**src/rtl/rt_lim_line_seq.sv**
```systemverilog
// Racetrack logic-in-memory line: NB-bit data and mask tracks, NP equally spaced access ports,
// and a sequencer that sweeps all NSP positions per op, generating shift pulses itself.
module rt_lim_line_seq #(
  parameter int NB  = 32,
  parameter int NP  = 8,
  parameter int NSP = NB / NP,
  parameter int PW  = (NSP > 1) ? $clog2(NSP) : 1,
  parameter int CW  = 16
) (
  input  logic          clk,
  input  logic          rstn,
  input  logic          req_i,
  input  logic [1:0]    op_i,
  input  logic [1:0]    mode_i,
  input  logic          wb_i,
  input  logic [NB-1:0] wdata_i,
  output logic          ready_o,
  output logic          done_o,
  output logic [NB-1:0] rdata_o,
  output logic [PW-1:0] pos_o,
  output logic          shift_o,
  output logic          shift_dir_o,
  output logic [CW-1:0] shift_cnt_o
);

  localparam int BW = (NB > 1) ? $clog2(NB) : 1;
  localparam logic [PW-1:0] LAST_STEP = PW'(NSP - 1);
  localparam logic          MULTI_POS = (NSP > 1) ? 1'b1 : 1'b0;

  localparam logic [1:0] OP_WRITE_DATA = 2'b00;
  localparam logic [1:0] OP_WRITE_MASK = 2'b01;
  localparam logic [1:0] OP_READ       = 2'b10;
  localparam logic [1:0] OP_LIM        = 2'b11;

  typedef enum logic [1:0] {
    ST_IDLE   = 2'd0,
    ST_ACCESS = 2'd1,
    ST_DONE   = 2'd2
  } state_t;

  state_t        state_r;
  logic [1:0]    op_r;
  logic [1:0]    mode_r;
  logic          wb_r;
  logic [NB-1:0] wdata_r;
  logic [NB-1:0] data_r;
  logic [NB-1:0] mask_r;
  logic [NB-1:0] rdata_r;
  logic [NB-1:0] rdata_acc_r;
  logic [PW-1:0] pos_r;
  logic [PW-1:0] step_r;
  logic          dir_r;
  logic          shift_r;
  logic          done_r;
  logic          ready_r;
  logic [CW-1:0] shift_cnt_r;

  logic [NB-1:0] data_nxt_s;
  logic [NB-1:0] mask_nxt_s;
  logic [NB-1:0] rdata_nxt_s;
  logic [BW-1:0] bit_idx_s;
  logic          lim_bit_s;

  function automatic logic lim_f(input logic d, input logic m, input logic [1:0] mode);
    case (mode)
      2'b00:   lim_f = ~(d & m);
      2'b01:   lim_f = ~(d | m);
      2'b10:   lim_f = d & m;
      2'b11:   lim_f = d | m;
      default: lim_f = 1'b0;
    endcase
  endfunction

  // Per-port access at the current position: next track contents and result accumulator.
  always_comb begin
    data_nxt_s  = data_r;
    mask_nxt_s  = mask_r;
    rdata_nxt_s = rdata_acc_r;
    bit_idx_s   = {BW{1'b0}};
    lim_bit_s   = 1'b0;
    for (int k = 0; k < NP; k++) begin
      bit_idx_s = BW'(k * NSP) + BW'(pos_r);
      case (op_r)
        OP_WRITE_DATA: data_nxt_s[bit_idx_s] = wdata_r[bit_idx_s];
        OP_WRITE_MASK: mask_nxt_s[bit_idx_s] = wdata_r[bit_idx_s];
        OP_READ:       rdata_nxt_s[bit_idx_s] = data_r[bit_idx_s];
        OP_LIM: begin
          lim_bit_s = lim_f(data_r[bit_idx_s], mask_r[bit_idx_s], mode_r);
          rdata_nxt_s[bit_idx_s] = lim_bit_s;
          if (wb_r) begin
            data_nxt_s[bit_idx_s] = lim_bit_s;
          end else begin
            data_nxt_s[bit_idx_s] = data_r[bit_idx_s];
          end
        end
        default: data_nxt_s = data_r;
      endcase
    end
  end

  // Sequencer FSM, tracks and registered outputs.
  always_ff @(posedge clk or negedge rstn) begin
    if (!rstn) begin
      state_r     <= ST_IDLE;
      op_r        <= 2'b00;
      mode_r      <= 2'b00;
      wb_r        <= 1'b0;
      wdata_r     <= {NB{1'b0}};
      data_r      <= {NB{1'b0}};
      mask_r      <= {NB{1'b0}};
      rdata_r     <= {NB{1'b0}};
      rdata_acc_r <= {NB{1'b0}};
      pos_r       <= {PW{1'b0}};
      step_r      <= {PW{1'b0}};
      dir_r       <= 1'b1;
      shift_r     <= 1'b0;
      done_r      <= 1'b0;
      ready_r     <= 1'b1;
      shift_cnt_r <= {CW{1'b0}};
    end else begin
      case (state_r)
        ST_IDLE: begin
          done_r <= 1'b0;
          if (req_i) begin
            op_r        <= op_i;
            mode_r      <= mode_i;
            wb_r        <= wb_i;
            wdata_r     <= wdata_i;
            // Only an op starting at position 0 sweeps upward; anything else sweeps down.
            dir_r       <= (pos_r == {PW{1'b0}});
            step_r      <= {PW{1'b0}};
            rdata_acc_r <= {NB{1'b0}};
            shift_r     <= MULTI_POS;
            ready_r     <= 1'b0;
            state_r     <= ST_ACCESS;
          end else begin
            ready_r <= 1'b1;
            state_r <= ST_IDLE;
          end
        end
        ST_ACCESS: begin
          data_r      <= data_nxt_s;
          mask_r      <= mask_nxt_s;
          rdata_acc_r <= rdata_nxt_s;
          if (step_r == LAST_STEP) begin
            shift_r <= 1'b0;
            done_r  <= 1'b1;
            state_r <= ST_DONE;
            if (op_r == OP_READ || op_r == OP_LIM) begin
              rdata_r <= rdata_nxt_s;
            end else begin
              rdata_r <= rdata_r;
            end
          end else begin
            step_r <= step_r + PW'(1);
            if (dir_r) begin
              pos_r <= pos_r + PW'(1);
            end else begin
              pos_r <= pos_r - PW'(1);
            end
            // shift_o is registered one cycle ahead so it coincides with the cycle that shifts.
            shift_r <= ((step_r + PW'(1)) != LAST_STEP);
            if (shift_cnt_r != {CW{1'b1}}) begin
              shift_cnt_r <= shift_cnt_r + CW'(1);
            end else begin
              shift_cnt_r <= shift_cnt_r;
            end
          end
        end
        ST_DONE: begin
          done_r  <= 1'b0;
          ready_r <= 1'b1;
          state_r <= ST_IDLE;
        end
        default: begin
          state_r <= ST_IDLE;
          done_r  <= 1'b0;
          shift_r <= 1'b0;
          ready_r <= 1'b1;
        end
      endcase
    end
  end

  assign ready_o     = ready_r;
  assign done_o      = done_r;
  assign rdata_o     = rdata_r;
  assign pos_o       = pos_r;
  assign shift_o     = shift_r;
  assign shift_dir_o = dir_r;
  assign shift_cnt_o = shift_cnt_r;

endmodule
```
**config.mk**
```make
export PLATFORM = sky130hd
export DESIGN_NAME = rt_lim_line_seq
export DESIGN_NICKNAME = d
export VERILOG_FILES = /design/src/rtl/rt_lim_line_seq.sv
export SDC_FILE = /design/constraint.sdc
export NUM_CORES = 1
export LEC_CHECK = 0
export CORE_MARGIN = 8
export CORE_UTILIZATION = 52
export CTS_CLUSTER_DIAMETER = 120
export CTS_CLUSTER_SIZE = 20
export DETAILED_ROUTE_END_ITERATION = 6
export DONT_BUFFER_PORTS = 1
export GPL_ROUTABILITY_DRIVEN = 0
export GPL_TIMING_DRIVEN = 0
export MAX_ROUTING_LAYER = met4
export PLACE_DENSITY_LB_ADDON = 0.2
export SLEW_MARGIN = 20
export SYNTH_ARGS = -nofsm -noshare
export SYNTH_HDL_FRONTEND = slang
export SYNTH_SLANG_ARGS = --single-unit
```
**constraint.sdc**
```tcl
create_clock -name clk -period 7.6 [get_ports clk]
set_clock_uncertainty 0.15 [all_clocks]
set_input_delay 1.9 -clock clk [delete_from_list [all_inputs] [get_ports clk]]
set_output_delay 1.9 -clock clk [all_outputs]
set_load 0.02 [all_outputs]
```
==> flow_metrics.env <==
export IMPL_finalMaxSlewViolations=0
export IMPL_via_per_inst=6.621
export IMPL_violations="DRC"
export IMPL_status="finished with violations"
export IMPL_drt_iter0_drc=1038
export IMPL_power_density_nw_per_um2=538.7
export IMPL_synth_cell_types=71
export IMPL_cts_sinks=190
export IMPL_cts_tree="done"
export IMPL_cp_end_kind="flop"
export IMPL_cp_num_buf_inv=1
export IMPL_grt_use_total=0.2767
export IMPL_post_layout_nonfiller_instances=1258
export IMPL_cap_violations=0
export IMPL_ioPinCount=94
export IMPL_grt_max_degree=191
export IMPL_synth_seq_area_share=0.4743
export IMPL_critical_path_max_stage_delay_ns=0.70
export IMPL_wl_met1_mm=13.16
export IMPL_ys_flop_type="dfrtp_1"
export IMPL_syn2layout_area_growth_pct=9.618
export IMPL_drive_gt1_frac=0.1714
export IMPL_crit_family="buffers and inverters"
export IMPL_synth_largest_area_cell="dfrtp_1"
export IMPL_peakVddDrop_mv=0.2440
export IMPL_startpoint_type="primary input"
export IMPL_critPathLaunch="req_i"
export IMPL_synth_fp_nets=1007
export IMPL_root_buffer="clkbuf_16"
export IMPL_final_cell_mix="dfrtp_1, nand2_1, mux2_2"
export IMPL_ys_ff_latch=190
export IMPL_final_common_cell="dfrtp_1"
export IMPL_timing_worst_slew_pin_value_ns=0.8843
export IMPL_hold_violations=0
export IMPL_hpwlAfterDp_mm=22.67
export IMPL_finalCritPeriodShare=0.4757
export IMPL_die_y_um=154.9
export IMPL_path_cells="o21bai_1 -> nor2_1 -> clkbuf_1 -> mux2_2"
export IMPL_r2r_start="pos_o[1]"
export IMPL_arrival_ns=3.79
export IMPL_ctsHoldBuffers=0
export IMPL_grt_pass1_wl_mm=48.94
export IMPL_wl_per_cell_um=25.28
export IMPL_async_flop_share=1.000
export IMPL_hp_class="reg2reg"
export IMPL_fillCellCount=1633
export IMPL_slew_headroom=0.4083
export IMPL_leakagePower_nw=4.505
export IMPL_fmax_mhz=276.6
export IMPL_initial_core_util=0.5222
export IMPL_crit_slowest_cell="clkbuf_1"
export IMPL_synth_edf_count=0
export IMPL_drc_errors=8
export IMPL_place_inst=1225
export IMPL_post_cts_setup_buffers=0
export IMPL_setup_viol_count_final=0
export IMPL_syn_cell_area_um2=10030
export IMPL_vias=8329
export IMPL_crit_fanout=10
export IMPL_synth_top_area_frac=0.4691
export IMPL_cts_resized=0
export IMPL_ys_warnings_count=0
export IMPL_synth_avg_cell_area_um2=10.45
export IMPL_clockBufferDepth=2
export IMPL_clk_latency_ns=0.45
export IMPL_wl_met3_mm=3.738
export IMPL_antenna_left=0
export IMPL_top_layer_used="met4"
export IMPL_layout_min_cycle_time_ns=3.616
export IMPL_cts_buffers=17
export IMPL_rows=51
export IMPL_die_w_um=154.9
export IMPL_worstSetupPathType="in2reg"
export IMPL_route_met2_wl_mm=13.53
export IMPL_cts_htree_levels=4
export IMPL_synth_area_leaders="dfrtp_1, mux2_2, mux4_2, nand2_1, o21ai_0"
export IMPL_antenna_found_initial=1
export IMPL_grt_pass1_vias=7919
export IMPL_routed_wl_mm=31.80
export IMPL_rsz0062_at_grt="false"
export IMPL_port_buffer_count=0
export IMPL_core_um2=19210
export IMPL_first_pass_iters=7
export IMPL_dieArea_um2=23990
export IMPL_cts_clk_slew_worst_paths_ns=0.07
export IMPL_fin_tns_setup_ns=0
export IMPL_grt_overflow=0
export IMPL_nets=1026
export IMPL_critPathRequiredTime_ns=7.77
export IMPL_min_from="rdata_acc_r[31]"
export IMPL_syn_inst=960
-- worst reg2reg max path: cells and delay by family, from the launching register on --
family	cells	cell delay [ns]
flip-flops	1	0.46
buffers and inverters	3	1.31
multiplexers	1	0.42
AND/OR/NAND/NOR	2	0.96
-- through the flow --
| step | hold WS (ns) | setup WS, ns | cell area, µm² | utilization | total power, W |
|---|---|---|---|---|---|
| 2_1_floorplan | 0.2918 | 4.299 | 10030 | - | 0.003914 |
| 3_3_place_gp | 0.3033 | 3.597 | 10360 | 0.5394 | 0.004824 |
| 3_5_place_dp | 0.3124 | 3.641 | 10370 | 0.5398 | 0.004869 |
| 4_1_cts | 0.3286 | 4.099 | 10980 | 0.5716 | 0.005817 |
| 5_1_grt | 0.3503 | 3.922 | 10990 | 0.5724 | 0.006200 |
| 6_report | 0.3224 | 3.984 | 10990 | 0.5724 | 0.005923 |
-- final cells by class --
cell class / count / area (µm²) / share of cell area
clock buffers: 18 / 439.2 / 0.03995
diodes: 1 / 2.502 / 0.0002276
multi-input cells: 692 / 4959 / 0.4510
plain buffers: 65 / 285.3 / 0.02595
clock inverters: 14 / 171.4 / 0.01559
well taps: 265 / 331.6 / 0.03016
flip-flops and latches: 190 / 4757 / 0.4327
inverters: 13 / 48.80 / 0.004438
-- cell usage after synthesis (all sizes together), types with 5 or more instances --
library cell / count
o21ai: 92
nand3: 24
nand2: 130
mux2: 69
a31oi: 6
a22o: 18
xor2: 5
clkbuf: 45
and2: 6
a221oi: 6
ha: 7
o221ai: 10
a21oi: 57
mux2i: 12
o31ai: 6
dfrtp: 188
nor3: 17
nor2: 49
maj3: 8
xnor2: 19
a22oi: 15
o22ai: 10
o21bai: 7
buf: 20
mux4: 24
inv: 12
a211oi: 12
and3: 13
nand4: 6
a21o: 8
a221o: 6
-- flip-flops by register name (all words and copies together) (netlist names) --
signal	flops
rdata_o	32
pos_o	2
state_r	2
ready_o	1
shift_dir_o	1
step_r	2
wdata_r	32
wb_r	1
shift_o	1
mode_r	2
rdata_acc_r	32
op_r	2
data_r	32
mask_r	32
shift_cnt_o	16
-- report_power, final --
group,leakage (nW),internal [W],switching [W]
sequential,2.43,0.00144,0.000514
clock,0.298,0.000507,0.000429
combinational,1.78,0.00114,0.00189
total,4.50,0.00309,0.00284
-- metal layers --
| layer | vias to the layer above | global-route usage |
|---|---|---|
| li1 | 3597 | - |
| met1 | 4066 | 0.3697 |
| met2 | 556 | 0.3814 |
| met3 | 110 | 0.08183 |
| met4 | 0 | 0.1279 |
| met5 | - | - |
-- cell families (layout without fill, tap and decap cells) --
kind of cell,Yosys count,in the layout,share of synthesized area
multiplexers,105,105,0.1487
AND/OR/NAND/NOR,268,268,0.1196
flip-flops,190,190,0.4743
buffers and inverters,78,110,0.03331
adder cells (fa/ha/maj),15,15,0.01771
XOR/XNOR,24,24,0.02508
other,0,1,0
AO/OA/AOI/OAI,280,280,0.1813
-- worst paths after layout --
check                           cells after the start              end  slack, ns
worst max-delay path                                4        mode_r[0]       3.98
worst min-delay path                                2  rdata_acc_r[31]       0.32
worst max register to register                      6        mask_r[7]       4.20
worst min register to register                      2  rdata_acc_r[31]       0.32
max in group asynchronous                           0        mode_r[1]       6.04
min in group asynchronous                           0      rdata_o[25]       1.00
Power figures use the tool's default switching activity.
